## config.mk

```make
export PLATFORM = sky130hd
export DESIGN_NAME = addsub_seq
export DESIGN_NICKNAME = d
export VERILOG_FILES = /design/src/rtl/addsub_seq.sv
export SDC_FILE = /design/constraint.sdc
export NUM_CORES = 1
export LEC_CHECK = 0
export ABC_AREA = 1
export CAP_MARGIN = 25
export CORE_AREA = 2 2 59 72
export DETAILED_ROUTE_END_ITERATION = 7
export DIE_AREA = 0 0 61 74
export GPL_TIMING_DRIVEN = 0
export PLACE_DENSITY = 0.82
export SLEW_MARGIN = 20
export SYNTH_ARGS = -nofsm -noshare
export SYNTH_HDL_FRONTEND = slang
export SYNTH_SLANG_ARGS = --single-unit
export TNS_END_PERCENT = 100
```

## constraint.sdc

```tcl
create_clock -name clk_i -period 3.5 [get_ports clk_i]
set_input_delay 0.875 -clock clk_i [delete_from_list [all_inputs] [get_ports clk_i]]
set_output_delay 0.875 -clock clk_i [all_outputs]
set_load 0.02 [all_outputs]
```

## src/rtl/addsub_seq.sv

```systemverilog
// Multi-cycle adder/subtractor: CHUNK bits per BUSY cycle, result valid WIDTH/CHUNK edges after accept.
// in_ready_o is low in BUSY/DONE; the result, flags and out_valid_o hold while out_ready_i is low.
module addsub_seq #(
  parameter int WIDTH = 8,
  parameter int CHUNK = 2
) (
  input  logic             clk_i,
  input  logic             rst_i,
  input  logic             in_valid_i,
  output logic             in_ready_o,
  input  logic [WIDTH-1:0] a_i,
  input  logic [WIDTH-1:0] b_i,
  input  logic             mode_i,
  output logic             out_valid_o,
  input  logic             out_ready_i,
  output logic [WIDTH:0]   out_o,
  output logic             zero_o,
  output logic             ovf_o
);

  localparam int NCH = WIDTH / CHUNK;
  localparam int IW  = (NCH > 1) ? $clog2(NCH) : 1;

  typedef enum logic [1:0] {IDLE, BUSY, DONE} state_t;

  state_t           state_q, state_d;
  logic [WIDTH-1:0] a_q, a_d;
  logic [WIDTH-1:0] b_q, b_d;
  logic [WIDTH-1:0] sum_q, sum_d;
  logic             carry_q, carry_d;
  logic [IW-1:0]    idx_q, idx_d;
  logic [WIDTH:0]   out_q, out_d;
  logic             zero_q, zero_d;
  logic             ovf_q, ovf_d;

  logic [CHUNK-1:0] ch_a, ch_b;
  logic [CHUNK:0]   ch_res;

  always_ff @(posedge clk_i) begin
    if (rst_i) begin
      state_q <= IDLE;
      a_q     <= '0;
      b_q     <= '0;
      sum_q   <= '0;
      carry_q <= 1'b0;
      idx_q   <= '0;
      out_q   <= '0;
      zero_q  <= 1'b0;
      ovf_q   <= 1'b0;
    end else begin
      state_q <= state_d;
      a_q     <= a_d;
      b_q     <= b_d;
      sum_q   <= sum_d;
      carry_q <= carry_d;
      idx_q   <= idx_d;
      out_q   <= out_d;
      zero_q  <= zero_d;
      ovf_q   <= ovf_d;
    end
  end

  always_comb begin
    state_d = state_q;
    a_d     = a_q;
    b_d     = b_q;
    sum_d   = sum_q;
    carry_d = carry_q;
    idx_d   = idx_q;
    out_d   = out_q;
    zero_d  = zero_q;
    ovf_d   = ovf_q;
    ch_a    = '0;
    ch_b    = '0;

    for (int i = 0; i < NCH; i++) begin
      if (idx_q == IW'(i)) begin
        ch_a = a_q[i*CHUNK +: CHUNK];
        ch_b = b_q[i*CHUNK +: CHUNK];
      end
    end
    ch_res = {1'b0, ch_a} + {1'b0, ch_b} + {{CHUNK{1'b0}}, carry_q};

    case (state_q)
      IDLE: begin
        if (in_valid_i) begin
          // Subtract is A + ~B + 1: invert B once here and seed the carry with mode.
          a_d     = a_i;
          b_d     = mode_i ? ~b_i : b_i;
          carry_d = mode_i;
          idx_d   = '0;
          state_d = BUSY;
        end
      end
      BUSY: begin
        for (int i = 0; i < NCH; i++) begin
          if (idx_q == IW'(i)) sum_d[i*CHUNK +: CHUNK] = ch_res[CHUNK-1:0];
        end
        carry_d = ch_res[CHUNK];
        idx_d   = idx_q + IW'(1);
        if (idx_q == IW'(NCH - 1)) begin
          state_d = DONE;
          out_d   = {ch_res[CHUNK], sum_d};
          zero_d  = (sum_d == '0);
          ovf_d   = (a_q[WIDTH-1] == b_q[WIDTH-1]) && (sum_d[WIDTH-1] != a_q[WIDTH-1]);
        end
      end
      DONE: begin
        if (out_ready_i) state_d = IDLE;
      end
      default: state_d = IDLE;
    endcase
  end

  assign in_ready_o  = (state_q == IDLE) && !rst_i;
  assign out_valid_o = (state_q == DONE);
  assign out_o       = out_q;
  assign zero_o      = zero_q;
  assign ovf_o       = ovf_q;

endmodule
```

After elaboration in Yosys (flattened, before gate mapping). Cells that the tools add are included.

Register bits: 40. Latch bits: 0. Memory bits (writable): 0. Memory bits (read-only): 0. Input bits: 21. Output and inout bits: 13. Word-level logic and storage cells: 59. Memories kept: 0.

$add $sub $neg: 3. $mul: 0. Div/mod/pow operators: 0. $lt $le $gt $ge: 0. Equality and inequality tests: 10. Shift-type cells: 0. Mux-type cells: 25. Bitwise operators: 1. Reductions and logical operators: 11.

Operators with widths (count): $mux 2 (20); $logic_not 8->1 (1); $mux 8 (1); $not 8->8 (1); $eq 2x2->1 const B (3); $pmux 2 s3 (1); $reduce_and 2->1 (3); $eq 2x1->1 const B (2); $logic_not 2->1 (2); $ne 2x2->1 const B (2); $pmux 2 s2 (1); $add 2x2->3 (1); $add 3x1->3 (1); $reduce_and 3->1 (1); $add 2x1->2 const B (1); $logic_and 1x1->1 (2); $ne 2x1->1 const B (1); $pmux 1 s2 (1); $reduce_bool 2->1 (1); $eq 1x1->1 (1); $logic_not 1->1 (1); $mux 1 (1); $ne 1x1->1 (1).

Depth between registers and ports, before layout. Gate-level depths: netlist of run 1.

Depth in word-level cells: 11. Depth in mapped cells: 18. Mapped depth without buffers: 18.

Worst setup path after synthesis of run 1. Ideal clock, no wire load.

Path kind: flip-flop to flip-flop. From: reg idx_q[1]. To: reg zero_q (netlist: zero_o). Setup time: 71 ps. Arrival: 2545 ps. Data required time: 3429 ps. Path slack: 884 ps. Cell stages (with the launch flop): 19. Path buffers: 0. Clock period less this slack: 2616 ps. Cell sequence: dfxtp_1 inv_1 ha_1 inv_1 nand3_1 nand2_1 o21ai_0 nand2_1 o21ai_0 fa_1 inv_1 fa_1 inv_1 nand2_1 o21ai_0 nand2_1 nor2_1 nand2_1 a21oi_1.

Cells in the longest elaborated chain, start to end: 10. Elaborated cells between the ends (all ways): 24. Classes of those cells: 2 x add/sub; 3 x eq/ne; 16 x mux; 3 x reduce/logical.

RTL lines: from (decl) (line 31) `logic [IW-1:0] idx_q, idx_d;`; from (signal assigned) (line 56) `idx_q <= idx_d;`; $logic_not 2->1 (line 77, 97); $mux 2 (4 in series) (line 77) `if (idx_q == IW'(i)) begin`; $add 2x2->3 (line 82) `ch_res = {1'b0, ch_a} + {1'b0, ch_b} + {{CHUNK{1'b0}}, carry_q};`; $add 3x1->3 (line 82); $mux 2 (line 97) `if (idx_q == IW'(i)) sum_d[i*CHUNK +: CHUNK] = ch_res[CHUNK-1:0];`; $mux 2 (line 84) `case (state_q)`; $logic_not 8->1 (line 104) `zero_d = (sum_d == '0);`; to (signal assigned) (line 58) `zero_q <= zero_d;`; to (decl) (line 33) `logic zero_q, zero_d;`.

Parallel ways exist; a longest one is shown, timed or not. The select of a mux whose other input is x is not followed. A chain may end at the register's enable or synchronous reset.

Worst setup path after layout of run 1.
From: in rst_i. To: out in_ready_o.

Cells in the longest elaborated chain, start to end: 2.

RTL lines: from (decl) (line 8) `input logic rst_i,`; $logic_not 1->1 (line 115) `assign in_ready_o = (state_q == IDLE) && !rst_i;`; $logic_and 1x1->1 (line 115); to (decl) (line 10) `output logic in_ready_o,`.

No other way between the ends.

==> key figures, run 1 <==
Pwr
  • Sw Pwr: 277 uW
  • Power, Total: ~970 uW
  • Maximum VDD drop: 0.000251 V
  • Internal: about 690 uW
  • Power per cell area: 417 nW/um^2
  • Switching part of the total: 0.285
  • Clock power frac: 0.294
  • Sequential power share: 0.511
  • Lkg Pwr: between 0.9 and 1 nW
  • Combinational share of power: 0.196

Route
  • Drt total wl: roughly 3800 um
  • Iter 0 DRT Violations: 76
  • Post-route ant nets: 0
  • Router iterations before antenna repair: 4
  • Vias per cell: 4.88
  • DR DRC count: 0
  • Via count: 1,626
  • DR WL/cell: between 10 and 15 um

Critical path
  • Reg2Reg Capture Point: zero_o
  • CP Launch Type: input pin
  • Arrival @ worst endpoint: roughly 2.2 ns
  • R2r startpoint: idx_q[1]
  • Worst EP required: 2.62 ns
  • CP max-delay cell: clkdlybuf4s50_1
  • R2R Setup Slk: 0.46 ns
  • Crit-path max cell delay: 0.55 ns
  • Buf+Inv Stages, Crit Path: 3
  • CP delay by family, top: buffers and inverters
  • Crit Path Class: in2out
  • Cell Chain, Critical Path: clkbuf_1 -> clkbuf_1 -> nor2_1 -> clkdlybuf4s50_1
  • Cells on worst reg2reg path: 18
  • Worst Path Max Fanout: 10
  • Crit. End Element: output port
  • Most used cell, CP: clkbuf_1

Clock network
  • CTS root buf: clkbuf_8
  • Post_cts resized: 0
  • TritonCTS clock tree: done
  • Clk pin slew, worst setup/hold paths: ~0.080 ns
  • Setup bufs post-CTS: 0
  • CTS HTree Levels: 2
  • Sink Count: 40
  • Total CTS buffers: 5
  • CTS Hold Bufs: 0
  • Bufs on Longest Clock Path: 2
  • Clk Latency, worst-skew pair: 0.30 ns

Cells and area
  • Layout cells sized above 1: 0.0824
  • Post-Route Utilization: 0.604
  • Filler cell count: 356
  • Final net count: 306
  • Non-Filler Instances: 333
  • Area added between synthesis and finish: 24.4%
  • ANT cells: 0
  • Final instance area: between 2000 and 2500 um^2

Floorplan
  • Die width: between 60 and 70 um
  • Core Box Area: 3850 um^2
  • Die area: ~4500 um^2
  • Initial Util: 0.486
  • Vert. Die Dim: between 70 and 80 um
  • Row count: 25
  • Ports: 34

Placement
  • Port bufs: 31
  • Dpl ws: approximately 0.32 ns
  • Inst Count DP: 326
  • Final GP Congestion: a little under 0.9
  • Post-DP HPWL: 2880 um
  • Placed Area: 2250 um^2

Synth
  • Count leader, synth: dfxtp_1
  • Netlist cell types: 30
  • Area leader, netlist: dfxtp_1
  • Synth top area cells: dfxtp_1 43%, o21ai_0 8.8%, a21oi_1 8.6%
  • Mapped Cells: 241
  • Syn. warnings: 0
  • Post-synth EDFFs: 0
  • Synth top area share: 0.428
  • Post-synth ARST share: 0
  • Syn nets: 268
  • Mapped cell area: about 1900 um^2
  • Average size of a mapped cell: between 7 and 8 um^2
  • Top FF cell, synth: dfxtp_1
  • Yosys reg bits: 40
  • Synth top cells by count: 40 x dfxtp_1, 33 x nand2_1, 33 x o21ai_0
  • Sequential area share after synthesis: 0.428

GRT
  • First-pass GRT wire length: 6780 um
  • Vias in the first global route: approximately 1,600
  • Total global-route track usage: 0.203
  • Largest net degree at the start of global routing: 12
  • Antenna violations before repair: 0
  • GRT overflow: 0

STA
  • Slew Limit Fails: 0
  • RSZ-0062 raised after global routing: no
  • Period utilization: 0.889
  • Fin. Hold Viols: 0
  • Worst slew margin: 0.676
  • Worst-Margin Slew: 0.486 ns
  • Final setup fails: 0
  • Worst hold slack: 0.444 ns
  • Setup_tns: 0 ns
  • Post-route minimum period: 3.11 ns
  • Fmax: roughly 320 MHz
  • Final setup margin: 0.390 ns
  • Final Skew: 0.00942 ns

Hold path
  • Hold_sp: out_o[7]
  • Worst hold path depth: 2
  • Hold endpoint: out_o[7]
  • Class of the worst hold path: reg2reg

Job
  • Max_cap viols: 0

Run status
  • Status: complete, no violations
==> flip-flops by register name, summed over array words and instances, names as in the netlist <==
name	cells
carry_q	1
state_q	2
b_q	8
out_o	9
idx_q	2
sum_q	8
ovf_o	1
zero_o	1
a_q	8
==> worst max path at each step <==
stage                         from         end  cells after the start
after floorplan           idx_q[1]      zero_o                     18
after global placement       rst_i  in_ready_o                      4
after detailed placement     rst_i  in_ready_o                      4
after CTS                    rst_i  in_ready_o                      4
after global routing      idx_q[1]      zero_o                     18
final                        rst_i  in_ready_o                      4
==> cell families after synthesis <==
logic type / count (synthesis) / synth area share
AOI/OAI and AO/OA: 80 / 0.231
DFF: 40 / 0.428
and+or+nand+nor: 66 / 0.157
buffers and inverters: 41 / 0.0977
adders and majority gates: 6 / 0.0482
xor gates and xnor gates: 8 / 0.0375
==> placed cells by master, fill, tap and decap left out, types with 5 or more instances in the layout <==
master / synthesis / routed
nor2_1: 24 / 24
inv_1: 27 / 27
clkbuf_8: 0 / 5
nand2_1: 33 / 33
xor2_1: 6 / 6
clkdlybuf4s50_1: 0 / 31
o21ai_0: 33 / 33
a21oi_1: 32 / 32
dfxtp_1: 40 / 40
buf_2: 6 / 6
==> layout make-up <==
class / count / area (um^2) / area share
Tap cell: 54 / 67.6 / 0.0291
Sequential cell: 40 / 801 / 0.344
Clock inverter: 1 / 5.00 / 0.00215
Timing Repair Buffer: 31 / 310 / 0.133
Inverter: 29 / 111 / 0.0479
Multi-Input combinational cell: 160 / 886 / 0.381
Clock buffer: 6 / 72.6 / 0.0312
Buffer: 12 / 71.3 / 0.0307
==> power by group through the flow <==
stage | clock network, mW | logic (mW) | registers (mW)
final | 0.285 | 0.190 | 0.495
after global routing | 0.312 | 0.215 | 0.499
after CTS | 0.293 | 0.189 | 0.495
after detailed placement | 0 | 0.188 | 0.505
after global placement | 0 | 0.185 | 0.504
after floorplan | 0 | 0.130 | 0.503
==> metal layers <==
layer,vias up,part of all wire,global-route usage
li1,857,-,-
met1,709,0.42,0.242
met2,51,0.50,0.337
met3,9,0.053,0.0522
met4,0,0.023,0.0966
met5,-,0,0
==> tightest hold or removal path: cells and delay by family (launching register included) <==
kind | cells | cell delay, ns
AOI/OAI and AO/OA | 1 | 0.05
buffers and inverters | 1 | 0.04
DFF | 1 | 0.31
Power figures use the tool's default switching activity.
==> run 2, diff against run 1 <==
--- a/config.mk
+++ b/config.mk
@@ -7,11 +7,14 @@
 export LEC_CHECK = 0
 export ABC_AREA = 1
 export CAP_MARGIN = 25
-export CORE_AREA = 2 2 59 72
+export CELL_PAD_IN_SITES_DETAIL_PLACEMENT = 0
+export CELL_PAD_IN_SITES_GLOBAL_PLACEMENT = 1
+export CORE_AREA = 2 2 68 83
 export DETAILED_ROUTE_END_ITERATION = 7
-export DIE_AREA = 0 0 61 74
+export DIE_AREA = 0 0 70 85
 export GPL_TIMING_DRIVEN = 0
-export PLACE_DENSITY = 0.82
+export MAX_ROUTING_LAYER = met4
+export PLACE_DENSITY = 0.83
 export SLEW_MARGIN = 20
 export SYNTH_ARGS = -nofsm -noshare
 export SYNTH_HDL_FRONTEND = slang
==> run 2 against run 1 <==
Against the previous run:
- cell count increased by 2.7%
- clock-buffer cell count decreased by 1
- die area increased by 32%
- critical path depth unchanged
- clock skew decreased by 0.0039 ns
- sequential power about the same
- critical path type unchanged
- critical endpoint unchanged
- highest routed layer unchanged
==> key figures, run 2 (synthesis gave the netlist of run 1 again) <==
Critical path
  • CP Launch Type: input pin
  • R2R Setup Slk: 0.42 ns
  • Worst Path Max Fanout: 10
  • Arrival @ worst endpoint: 2.26 ns
  • Worst EP required: 2.62 ns
  • Crit Path Class: in2out
  • Crit. End Element: output port

Hold path
  • Class of the worst hold path: reg2reg

Clock network
  • TritonCTS clock tree: done
  • Total CTS buffers: 5
  • CTS Hold Bufs: 0
  • Bufs on Longest Clock Path: 2
  • CTS root buf: clkbuf_8
  • Setup bufs post-CTS: 0
  • CTS HTree Levels: 2
  • Clk pin slew, worst setup/hold paths: 0.08 ns
  • Sink Count: 40
  • Clk Latency, worst-skew pair: 0.30 ns
  • Post_cts resized: 0

Route
  • DR WL/cell: approximately 12 um
  • Iter 0 DRT Violations: 42
  • Vias per cell: 4.80
  • Drt total wl: 4130 um
  • Post-route ant nets: 0
  • Via count: 1,640
  • DR DRC count: 0
  • Router iterations before antenna repair: 4

Pwr
  • Sequential power share: 0.459
  • Switching part of the total: 0.283
  • Power, Total: around 1.1 mW
  • Combinational share of power: 0.178
  • Sw Pwr: 304 uW
  • Maximum VDD drop: 0.000218 V
  • Clock power frac: 0.363
  • Internal: 773 uW
  • Power per cell area: roughly 450 nW/um^2
  • Lkg Pwr: 0.976 nW

Cells and area
  • Most common cell after layout, fill and taps aside: dfxtp_1
  • Max reg flops: 9
  • Layout cells sized above 1: 0.0893
  • Area added between synthesis and finish: 26.9%
  • Most frequent cells in the layout: 40 x dfxtp_1, 33 x nand2_1, 33 x o21ai_0, 32 x a21oi_1, 31 x clkdlybuf4s50_1
  • ANT cells: 0
  • Final net count: 306
  • Post-Route Utilization: 0.460

Floorplan
  • Initial Util: 0.363
  • Ports: 34
  • Core Box Area: 5150 um^2
  • Vert. Die Dim: 85 um
  • Die width: approximately 70 um
  • Die area: around 6000 um^2
  • Row count: 29

GRT
  • Largest net degree at the start of global routing: 15
  • Total global-route track usage: 0.155
  • Vias in the first global route: 1,574
  • Antenna violations before repair: 0
  • GRT overflow: 0
  • First-pass GRT wire length: 7160 um

STA
  • Fin. Hold Viols: 0
  • Fmax: 319 MHz
  • Setup_tns: 0 ns
  • Final Skew: 0.00549 ns
  • RSZ-0062 raised after global routing: no
  • Slew Limit Fails: 0
  • Period utilization: 0.897
  • Final setup fails: 0
  • Worst slew margin: 0.703
  • Post-route minimum period: between 3 and 4 ns
  • Worst-Margin Slew: ~0.44 ns

Job
  • Max_cap viols: 0

Placement
  • Post-DP HPWL: about 3100 um
  • Final GP Congestion: about 0.86
  • Port bufs: 31

Run status
  • Status: complete, no violations
[run 2: layer usage]
layer / GRT usage / routed length, um
met5: - / 0
met4: 0.0787 / 144
met3: 0.0333 / 182
met2: 0.255 / 1950
met1: 0.179 / 1860
[run 2: area by class of cell]
class                           count  area [um^2]
Buffer                             12         71.3
Clock buffer                        5         68.8
Clock inverter                      3         46.3
Fill cell                         528         2780
Inverter                           29          111
Multi-Input combinational cell    160          886
Sequential cell                    40          801
Tap cell                           62         77.6
Timing Repair Buffer               31          310
[run 2: worst paths after layout]
check,from,end,cells past startpoint
max,rst_i,in_ready_o,4
min,out_o[6],out_o[6],2
max reg2reg,idx_q[1],zero_o,18
min reg2reg,out_o[6],out_o[6],2
[run 2: stage by stage]
| stage | hold WS (ns) | worst slack [ns] | instance area [um^2] | cells |
|---|---|---|---|---|
| floorplan | 0.419 | 0.884 | 1870 | 241 |
| global placement | 0.433 | 0.311 | 2260 | 334 |
| detailed placement | 0.437 | 0.320 | 2260 | 334 |
| CTS | 0.450 | 0.314 | 2370 | 342 |
| global route | 0.470 | 0.0880 | 2370 | 342 |
| finish | 0.446 | 0.360 | 2370 | 342 |
[run 2: worst max-delay path: stages]
cell and delay, ns:
clkbuf_1 0.32, clkbuf_1 0.41, nor2_1 0.10, clkdlybuf4s50_1 0.55
[run 2: power groups by stage]
| stage | logic, mW | clock network, mW | registers, mW |
|---|---|---|---|
| after global placement | 0.191 | 0 | 0.504 |
| final | 0.192 | 0.391 | 0.495 |
| after global routing | 0.218 | 0.417 | 0.498 |
| after CTS | 0.192 | 0.401 | 0.495 |
| after floorplan | 0.130 | 0 | 0.503 |
| after detailed placement | 0.191 | 0 | 0.505 |
